--- config.mk ---
export PLATFORM = sky130hd
export DESIGN_NAME = serial_subtractor
export DESIGN_NICKNAME = d
export VERILOG_FILES = /design/src/rtl/serial_sub_pkg.sv /design/src/rtl/full_subtractor.sv /design/src/rtl/serial_subtractor.sv
export SDC_FILE = /design/constraint.sdc
export NUM_CORES = 1
export LEC_CHECK = 0
export CORE_MARGIN = 2
export CORE_UTILIZATION = 46
export DETAILED_ROUTE_END_ITERATION = 10
export GPL_ROUTABILITY_DRIVEN = 0
export PLACE_DENSITY = 0.79
export SYNTH_ARGS = -nofsm -noshare
export SYNTH_HDL_FRONTEND = slang
export SYNTH_SLANG_ARGS = --single-unit
--- constraint.sdc ---
create_clock -name clk -period 1.4 [get_ports clk]
set_input_delay 0.14 -clock clk [delete_from_list [all_inputs] [get_ports clk]]
set_output_delay 0.14 -clock clk [all_outputs]
set_load 0.03 [all_outputs]
--- src/rtl/serial_sub_pkg.sv ---
// Shared types and sizing helpers for the bit-serial subtractor.
// The FSM state encoding and the operation counter width are defined here.
package serial_sub_pkg;

    typedef enum logic [1:0] {
        IDLE = 2'd0,
        RUN  = 2'd1,
        DONE = 2'd2
    } sub_state_t;

    // A single-bit counter is still needed when WIDTH is 1.
    function automatic int count_w(input int width);
        return (width <= 1) ? 1 : $clog2(width);
    endfunction

endpackage

--- src/rtl/full_subtractor.sv ---
// One-bit full subtractor cell: computes x - y - bin, producing a difference bit and a borrow-out.
module full_subtractor (
    input  logic a,
    input  logic b,
    input  logic bin,
    output logic diff,
    output logic bout
);

    assign diff = a ^ b ^ bin;
    assign bout = (~a & b) | (~(a ^ b) & bin);

endmodule

--- src/rtl/serial_subtractor.sv ---
// Bit-serial a - b, LSB first, one bit per clock through a single full-subtractor cell.
// Results land on held output registers together with a one-cycle done pulse.
module serial_subtractor
    import serial_sub_pkg::*;
#(
    parameter int WIDTH = 8
) (
    input  logic             clk,
    input  logic             rst,
    input  logic             start_valid,
    output logic             start_ready,
    input  logic [WIDTH-1:0] a,
    input  logic [WIDTH-1:0] b,
    output logic             busy,
    output logic             done,
    output logic [WIDTH-1:0] diff,
    output logic             borrow_out
);

    localparam int CW = count_w(WIDTH);
    localparam logic [CW-1:0] LAST = CW'(WIDTH - 1);

    sub_state_t       state_q, state_d;
    logic [WIDTH-1:0] a_sr_q, a_sr_d;
    logic [WIDTH-1:0] b_sr_q, b_sr_d;
    logic [WIDTH-1:0] d_sr_q, d_sr_d;
    logic [WIDTH-1:0] diff_q, diff_d;
    logic [CW-1:0]    count_q, count_d;
    logic             borrow_q, borrow_d;
    logic             borrow_out_q, borrow_out_d;

    logic             fs_diff;
    logic             fs_bout;
    logic [WIDTH-1:0] d_sr_shift;
    logic             unused_d_lsb;

    full_subtractor u_fs (
        .a    (a_sr_q[0]),
        .b    (b_sr_q[0]),
        .bin  (borrow_q),
        .diff (fs_diff),
        .bout (fs_bout)
    );

    // New difference bit enters at the MSB; after WIDTH shifts the register holds the full result.
    genvar gi;
    generate
        for (gi = 0; gi < WIDTH; gi++) begin : g_dshift
            if (gi == WIDTH - 1) begin : g_top
                assign d_sr_shift[gi] = fs_diff;
            end else begin : g_mid
                assign d_sr_shift[gi] = d_sr_q[gi+1];
            end
        end
    endgenerate

    // The LSB of the partial-result register is shifted out and never read.
    assign unused_d_lsb = d_sr_q[0];

    always_comb begin
        state_d      = state_q;
        a_sr_d       = a_sr_q;
        b_sr_d       = b_sr_q;
        d_sr_d       = d_sr_q;
        diff_d       = diff_q;
        count_d      = count_q;
        borrow_d     = borrow_q;
        borrow_out_d = borrow_out_q;

        case (state_q)
            IDLE: begin
                if (start_valid) begin
                    a_sr_d   = a;
                    b_sr_d   = b;
                    borrow_d = 1'b0;
                    count_d  = '0;
                    state_d  = RUN;
                end
            end
            RUN: begin
                a_sr_d   = a_sr_q >> 1;
                b_sr_d   = b_sr_q >> 1;
                d_sr_d   = d_sr_shift;
                borrow_d = fs_bout;
                count_d  = count_q + CW'(1);
                if (count_q == LAST) begin
                    diff_d       = d_sr_shift;
                    borrow_out_d = fs_bout;
                    state_d      = DONE;
                end
            end
            DONE: begin
                state_d = IDLE;
            end
            default: begin
                state_d = IDLE;
            end
        endcase
    end

    always_ff @(posedge clk) begin
        if (rst) begin
            state_q      <= IDLE;
            a_sr_q       <= '0;
            b_sr_q       <= '0;
            d_sr_q       <= '0;
            diff_q       <= '0;
            count_q      <= '0;
            borrow_q     <= 1'b0;
            borrow_out_q <= 1'b0;
        end else begin
            state_q      <= state_d;
            a_sr_q       <= a_sr_d;
            b_sr_q       <= b_sr_d;
            d_sr_q       <= d_sr_d;
            diff_q       <= diff_d;
            count_q      <= count_d;
            borrow_q     <= borrow_d;
            borrow_out_q <= borrow_out_d;
        end
    end

    assign start_ready = (state_q == IDLE);
    assign busy        = (state_q == RUN) || (state_q == DONE);
    assign done        = (state_q == DONE);
    assign diff        = diff_q;
    assign borrow_out  = borrow_out_q;

endmodule

# Word-level counts from Yosys, hierarchy flattened
# Cells that the tools add are included.
[totals]
romBits = 0
n_memories = 0
word_cells = 38
ramBits = 0
latchBits = 0
ff_bits = 39
[op_classes]
muxes = 11
eq_ne = 5
n_mul = 0
addsub = 1
bitwise_logic = 7
div_mod_pow = 0
shifts = 0
magnitude_cmp = 0
reduce_logical = 6
[op_table]
columns = ["operator", "count"]
rows = [
  ["case mux 8 bit (2 select lines)", 2],
  ["two-way mux 8 bit", 2],
  ["case mux 3 bit (2 select lines)", 1],
  ["AND reduction 2 bit", 3],
  ["two-way mux 2 bit", 2],
  ["!= test 2 bit, second input constant", 2],
  ["case mux 2 bit (2 select lines)", 1],
  ["adder 3 x 1 -> 3 bit, second input constant", 1],
  ["== test 3 bit, second input constant", 1],
  ["two-way mux 3 bit", 1],
  ["bitwise AND 1 bit", 2],
  ["== test 2 x 1 -> 1 bit, second input constant", 1],
  ["== test 2 bit, second input constant", 1],
  ["zero test 2 bit", 1],
  ["inverter 1 bit", 2],
  ["case mux 1 bit (2 select lines)", 1],
  ["nonzero test 2 bit", 1],
  ["bitwise XOR 1 bit", 2],
  ["logical OR 1 bit", 1],
  ["two-way mux 1 bit", 1],
  ["OR 1 bit", 1],
]

# Depth between registers and ports, before layout
# Gate-level depths: netlist of the first run.
[logic_depth]
word_depth = 5
depth_mapped = 7
depth_no_buf = 5

# Hierarchy
# Synthesis of the first run repeated with hierarchy kept, for this count alone.
[hier_totals]
cells_unflattened = 170
area_unflattened_um2 = 1746.7
[modules_own_cells]
columns = ["mod", "n_inst", "cells_each", "area_each_um2", "seq_area_each_um2"]
rows = [
  ["serial_subtractor", 1, 166, 1715.4, 760.7],
  ["full_subtractor", 1, 4, 31.3, 0.0],
]

# Least setup slack after synthesis of the first run
# OpenSTA, ideal clock, no wires.
[synth_timing]
kind = "reg2reg"
startpoint = "register state_q[0]"
endpoint = "register a_sr_q[1]"
slack_ps = -205
stages_incl_launch_ff = 7
required_ps = 1258
t_arrival_ps = 1464
setup_ps = 142
cell_sequence = "dfxtp_1 > inv_1 > ha_1 > mux2_4 > buf_8 > nor2_1 > a211oi_2"
[synth_between]
elab_chain_cells = 3
[synth_rtl]
columns = ["item", "line_no", "source"]
rows = [
  ["from (decl)", "serial_subtractor.sv:23", "sub_state_t state_q, state_d;"],
  ["from (signal assigned)", "serial_subtractor.sv:112", "state_q <= state_d;"],
  ["zero test 2 bit (*)", "--", ""],
  ["named net start_ready", "serial_subtractor.sv:11", "output logic start_ready,"],
  ["!= test 2 bit (no source line) or nonzero test 2 bit (tied branches)", "--", ""],
  ["AND reduction 2 bit (no source line)", "--", ""],
  ["to (signal assigned)", "serial_subtractor.sv:113", "a_sr_q <= a_sr_d;"],
  ["to (decl)", "serial_subtractor.sv:24", "logic [WIDTH-1:0] a_sr_q, a_sr_d;"],
]
# The timed path passes the listed nets; every way through them passes the cells marked *.
# A chain may end at the register's enable or synchronous reset.

# Final worst setup path of the first run
[layout_timing]
startpoint = "register state_q[0]"
endpoint = "register b_sr_q[3]"
[layout_between]
elab_chain_cells = 3
[layout_rtl]
columns = ["item", "line_no", "source"]
rows = [
  ["== test 2 x 1 -> 1 bit or zero test 2 bit (tied branches)", "serial_subtractor.sv:70", "case (state_q)"],
  ["nonzero test 2 bit (no source line) or != test 2 bit (tied branches)", "--", ""],
  ["AND reduction 2 bit (no source line)", "--", ""],
  ["to (signal assigned)", "serial_subtractor.sv:114", "b_sr_q <= b_sr_d;"],
  ["to (decl)", "serial_subtractor.sv:25", "logic [WIDTH-1:0] b_sr_q, b_sr_d;"],
]
# Parallel ways exist; a longest one is shown, timed or not.

==> summary.md, run 1 <==
| Metric | Value |
|---|---|
| Outcome | `completed` |
| Most frequent cells in the layout | `dfxtp_1, mux2i_1, nand2_1` |
| CP max stage delay | `0.43 ns` |
| Crit end category | `flop` |
| GRT Util Overall | `between 15 and 20%` |
| Period utilization | `96.0%` |
| Post-synthesis instance area | `0.00173 mm2` |
| I/O Pins | `31` |
| Largest net degree at the start of global routing | `39` |
| Final slew viol count | `0` |
| Share of cells above drive strength 1 | `26.7%` |
| Ys Warns | `0` |
| Core Area | `0.00363 mm2` |
| Count of final setup violators | `0` |
| Worst Max-Slew Pin Slew | `between 0.3 and 0.4 ns` |
| Post-CTS Setup Inserts | `0` |
| Worst-Skew Late Latency | `0.29 ns` |
| Initial antenna violation count | `0` |
| Via total after detailed routing | `about 1300` |
| Clock tree buffer depth | `2` |
| CTS Sinks | `38` |
| IO buf count | `30` |
| Reg2reg end | `b_sr_q[3]` |
| VDD IR-drop max | `around 580 uV` |
| Diode count | `0` |
| Area Overhead vs Synth | `28.8%` |
| Fin. Hold Viols | `0` |
| FF-to-FF path depth | `5` |
| Rel. slew slack | `79.8%` |
| Final Skew | `0.00327 ns` |
| DPL Wire Length | `2.21 mm` |
| Crit-path cells | `inv_2, ha_4, mux2_4, nor2_2, a211oi_2` |
| Required time worst endpoint | `1.56 ns` |
| Final min period | `1.34 ns` |
| CP delay by family, top | `multiplexers` |
| Syn avg cell area | `around 10 um2` |
| Buffers & Inverters on Critical Path | `1` |
| Crit start category | `flop` |
| WHS Endpoint | `b_sr_q[7]` |
| Share of the yosys chip area belonging to registers | `43.9%` |
| Cts hold-fix bufs | `0` |
| CTS clk-pin slew, worst paths | `0.06 ns` |
| Nets | `231` |
| Die Ht | `65.4 um` |
| Drt total wl | `between 3 and 4 mm` |
| Pwr Total | `2.38 mW` |
| Post-DR wirelength/cell | `13.8 um` |
| Hold Path Class | `flop to flop` |
| FMAX | `~740 MHz` |
| Worst hold stages | `2` |
| First-pass GRT wire length | `roughly 5.6 mm` |
| DRC | `0` |
| Vias in the first global route | `1293` |
| Yosys reg bits | `38` |
| Final std cells w/o fill | `254` |
| Cell row count | `22` |
| CTS buffer count | `5` |
| Most common cell after layout, fill and taps aside | `dfxtp_1` |
| Antenna viol nets, final | `0` |
| Reg2reg start | `state_q[0]` |
| CP Class | `flop to flop` |
| Met3 WL post-DR | `163 um` |
| Cell leakage power | `around 0.86 nW` |
| Synthesized Nets | `195` |
| Starting Density | `47.7%` |
| Max layer used | `met4` |
| CP Max Fanout | `15` |
| Die W | `65.4 um` |
| Drt first pass iters | `3` |
| Syn Inst Count | `170` |
| CTS tree | `built` |
| Dpl cells | `245` |
| Hold WS | `0.454 ns` |
| PwrDens | `roughly 1100 mW/mm2` |
| Min-delay src | `b_sr_q[7]` |
| Clock tree root buffer cell | `clkbuf_8` |
| Global route overflow | `0` |
| Length of routed met2 wiring | `1.72 mm` |
| Slowest library cell on the worst path | `mux2_4` |
| H-Tree Depth | `2` |
| Max-cap violations | `0` |
| TNS Setup | `0 ns` |
| Die area | `0.00427 mm2` |
| Initial drt markers | `between 40 and 50` |
| Synth cell types | `24` |
| Flop2flop setup slack | `0.06 ns` |
| WL met1 | `1.57 mm` |
| CP Data Arrival Time | `1.51 ns` |
| Vias per cell | `5.15` |
| Crit path launch | `state_q[0]` |
==> through the flow <==
step	setup WS (ns)	utilization [%]	instance area, um2
floorplan	0.000338	-	1760
global placement	-0.0125	57.4	2090
detailed placement	-0.0903	57.4	2090
CTS	-0.0107	59.6	2170
global route	-0.00409	61.4	2230
finish	0.0557	61.4	2230
==> layout make-up <==
| cell class | count | area [um2] |
|---|---|---|
| Timing Repair Buffer | 39 | 377 |
| Fill cell | 334 | 1400 |
| Clock buffer | 7 | 76.3 |
| Tap cell | 48 | 60.1 |
| Inverter | 6 | 25.0 |
| Multi-Input combinational cell | 116 | 926 |
| Sequential cell | 38 | 766 |
==> worst min-delay path, stage by stage (launching register included) <==
cell     delay [ns]
dfxtp_1        0.31
nand2_1        0.05
a21oi_1        0.05
==> how the worst max path moves through the flow <==
stage | cells past startpoint | slack, ns | to
after floorplan | 6 | 0.0003 | a_sr_q[1]
after global placement | 5 | -0.01 | a_sr_q[0]
after detailed placement | 5 | -0.09 | b_sr_q[4]
after CTS | 4 | -0.01 | b_sr_q[4]
after global routing | 6 | -0.004 | diff[1]
final | 5 | 0.06 | b_sr_q[3]
==> synthesized netlist by cell type <==
master	number	area, um2
buf_4	1	7.51
mux2i_1	22	220
nand2_1	20	75.1
ha_1	5	62.6
a211oi_1	2	15.0
and2_1	1	6.26
dfxtp_1	38	761
a21oi_1	13	65.1
nand2b_1	2	12.5
nor2_2	10	62.6
inv_1	6	22.5
nor3_1	1	5.00
nor2b_1	1	6.26
mux2_4	1	15.0
clkbuf_1	3	11.3
buf_6	3	33.8
a32oi_1	3	26.3
buf_12	1	20.0
nor2_1	15	56.3
buf_8	1	15.0
buf_2	3	15.0
nand3b_1	3	22.5
fa_1	1	20.0
a211oi_2	14	175
==> layer usage <==
layer / vias to the layer above / GRT usage, %
li1: 650 / -
met1: 625 / 20.0
met2: 27 / 29.0
met3: 5 / 6.16
met4: 0 / 5.99
met5: - / 0
==> power breakdown <==
group          internal [mW]  switching [mW]  leakage (nW)
combinational          0.256           0.255         0.513
clock                  0.342           0.342        0.0383
sequential              1.14          0.0450         0.311
total                   1.74           0.641         0.863
==> sequential cells by signal (all words and copies together), names as in the netlist <==
register    cells
a_sr_q          8
b_sr_q          8
diff            8
d_sr_q          7
count_q         3
state_q         2
borrow_out      1
borrow_q        1
==> logic make-up after synthesis <==
logic type	Yosys count	share of synthesized area [%]
flops	38	43.9
fa+ha+maj	6	4.77
compound gates	32	16.3
mux	23	13.6
buf+inv	18	7.22
simple gates	53	14.2
==> timing repair <==
item | 4_1_cts | 5_1_grt
setup endpoints to repair | 25 | 36
gates cloned | 0 | 2
pin swaps | 0 | 2
gates resized for setup | 12 | 9
(Power assumes the default switching activity.)
==> run 2: changes to the inputs <==
--- a/config.mk
+++ b/config.mk
@@ -8,4 +8,5 @@
 export CORE_MARGIN = 2
 export CORE_UTILIZATION = 46
+export CTS_CLUSTER_DIAMETER = 60
 export DETAILED_ROUTE_END_ITERATION = 10
 export GPL_ROUTABILITY_DRIVEN = 0
==> constraint.sdc (replaced) <==
create_clock -name clk -period 1.4 [get_ports clk]
set_input_delay 0.42 -clock clk [delete_from_list [all_inputs] [get_ports clk]]
set_output_delay 0.42 -clock clk [all_outputs]
set_load 0.03 [all_outputs]
==> run 2 against run 1 <==
Compared with the run above:
- the flow now finishes with violations (setup timing)
- clock power rose by 8.2%
- final cell count rose by 1.6%
- sequential share of layout area fell by 1.2 points
- critical path type is now flop to output pin
- largest cell class unchanged
==> summary.md, run 2 (synthesis gave the netlist of run 1 again) <==
| Metric | Value |
|---|---|
| Outcome | `complete, but fails checks` |
| Failing checks | `setup timing` |
| Die Ht | `65.4 um` |
| Nets | `234` |
| WL met1 | `1.46 mm` |
| CTS tree | `built` |
| Diode count | `0` |
| Die area | `0.00427 mm2` |
| Final std cells w/o fill | `roughly 260` |
| Final Skew | `0.00421 ns` |
| DPL Wire Length | `2.25 mm` |
| Via total after detailed routing | `between 1000 and 1500` |
| Cell row count | `22` |
| Cell leakage power | `0.873 nW` |
| Crit path launch | `state_q[1]` |
| CP endpoint | `start_ready` |
| CTS buffer count | `5` |
| Share of cells above drive strength 1 | `36.2%` |
| Initial drt markers | `35` |
| Most common cell after layout, fill and taps aside | `dfxtp_1` |
| Vias per cell | `4.97` |
| CP Max Fanout | `2` |
| Clock tree buffer depth | `2` |
| Rel. slew slack | `a little over 80%` |
| Fill cells | `302` |
| Count of final setup violators | `20` |
| Length of routed met2 wiring | `between 1.5 and 2 mm` |
| CTS Sinks | `38` |
| Antenna viol nets, final | `0` |
| RSZ-0062 raised after global routing | `yes` |
| Vias in the first global route | `1317` |
| Core Area | `0.00363 mm2` |
| Met3 WL post-DR | `176 um` |
| H-Tree Depth | `2` |
| Most frequent cells in the layout | `dfxtp_1, mux2i_1, nand2_1` |
| Crit start category | `flop` |
| Dpl cells | `245` |
| Initial antenna violation count | `0` |
| Required time worst endpoint | `0.98 ns` |
| Fin. Hold Viols | `0` |
| Drt total wl | `3.40 mm` |
| Hold Path Class | `flop to flop` |
| Max-cap violations | `0` |
| Area Overhead vs Synth | `32.8%` |
| CTS clk-pin slew, worst paths | `~0.070 ns` |
| Crit end category | `output pin` |
| Max layer used | `met4` |
| Worst-Skew Late Latency | `0.27 ns` |
| Starting Density | `47.7%` |
| Die W | `65.4 um` |
| Flop2flop setup slack | `-0.04 ns` |
| CP Data Arrival Time | `around 1.1 ns` |
| Period utilization | `107%` |
| CP Class | `flop to output pin` |
| DRC | `0` |
| Largest net degree at the start of global routing | `39` |
| Drt first pass iters | `4` |
| Reg2reg end | `b_sr_q[7]` |
| First-pass GRT wire length | `about 5.6 mm` |
| FF-to-FF path depth | `6` |
| FMAX | `668 MHz` |
| Final min period | `1.50 ns` |
| GRT Util Overall | `between 15 and 20%` |
| Clock tree root buffer cell | `clkbuf_8` |
| IO buf count | `30` |
| Worst Max-Slew Pin Slew | `about 0.27 ns` |
| VDD IR-drop max | `588 uV` |
| Final core utilization | `63.3%` |
| Reg2reg start | `state_q[1]` |
| Global route overflow | `0` |
| Final slew viol count | `0` |
| I/O Pins | `31` |
| Final worst slack | `-0.0977 ns` |
| Cts hold-fix bufs | `0` |
| PwrDens | `approximately 1100 mW/mm2` |
| Post-DR wirelength/cell | `13.2 um` |
## run 2: through the flow
step | instance area [um2] | setup WS [ns] | power (mW) | TNS, ns | hold WS (ns)
after floorplan | 1760 | 0.000338 | 1.57 | 0 | 0.431
after global placement | 2060 | -0.271 | 1.65 | -5.05 | 0.438
after detailed placement | 2060 | -0.331 | 1.67 | -6.07 | 0.447
after CTS | 2210 | -0.0865 | 2.43 | -0.991 | 0.458
after global routing | 2300 | -0.133 | 2.57 | -1.74 | 0.481
final | 2300 | -0.0977 | 2.44 | -0.781 | 0.454
## run 2: timing repair
| item | in CTS | in global routing |
|---|---|---|
| pin swaps | 3 | 4 |
| setup endpoints to repair | 19 | 35 |
| buffers inserted | 3 | 1 |
| gates resized for setup | 10 | 15 |
| gates cloned | 0 | 1 |
## run 2: how the worst min path moves through the flow
stage | from | to | slack, ns | cells past startpoint
floorplan | d_sr_q[1] | diff[0] | 0.43 | 2
global placement | b_sr_q[7] | b_sr_q[7] | 0.44 | 2
detailed placement | b_sr_q[7] | b_sr_q[7] | 0.45 | 2
CTS | b_sr_q[7] | b_sr_q[7] | 0.46 | 2
global route | b_sr_q[7] | b_sr_q[7] | 0.48 | 2
finish | b_sr_q[7] | b_sr_q[7] | 0.45 | 2
## run 2: worst max-delay path, stage by stage, from the launching register on
cell and delay, ns:
dfxtp_2 0.34, inv_2 0.05, ha_4 0.16, buf_6 0.11, buf_6 0.13
## run 2: final cells by class
class,count,area (um2),share of cell area [%]
flip-flops and latches,38,763,33.2
inverters,6,22.5,0.979
clock buffers,7,86.3,3.75
clock inverters,1,5.00,0.218
well taps,48,60.1,2.61
multi-input cells,114,940,40.9
repair buffers,44,423,18.4
## run 2: per-layer routing
metal	GRT usage, %	up-vias
met2	31.6	28
met5	0	-
met4	3.39	0
li1	-	657
met3	3.25	2
met1	18.8	596
## run 2: where the power goes
group / internal (mW) / leakage, nW / switching (mW) / total, mW
registers: 1.14 / 0.311 / 0.0427 / 1.19
clock network: 0.397 / 0.0482 / 0.343 / 0.740
logic: 0.263 / 0.513 / 0.255 / 0.518
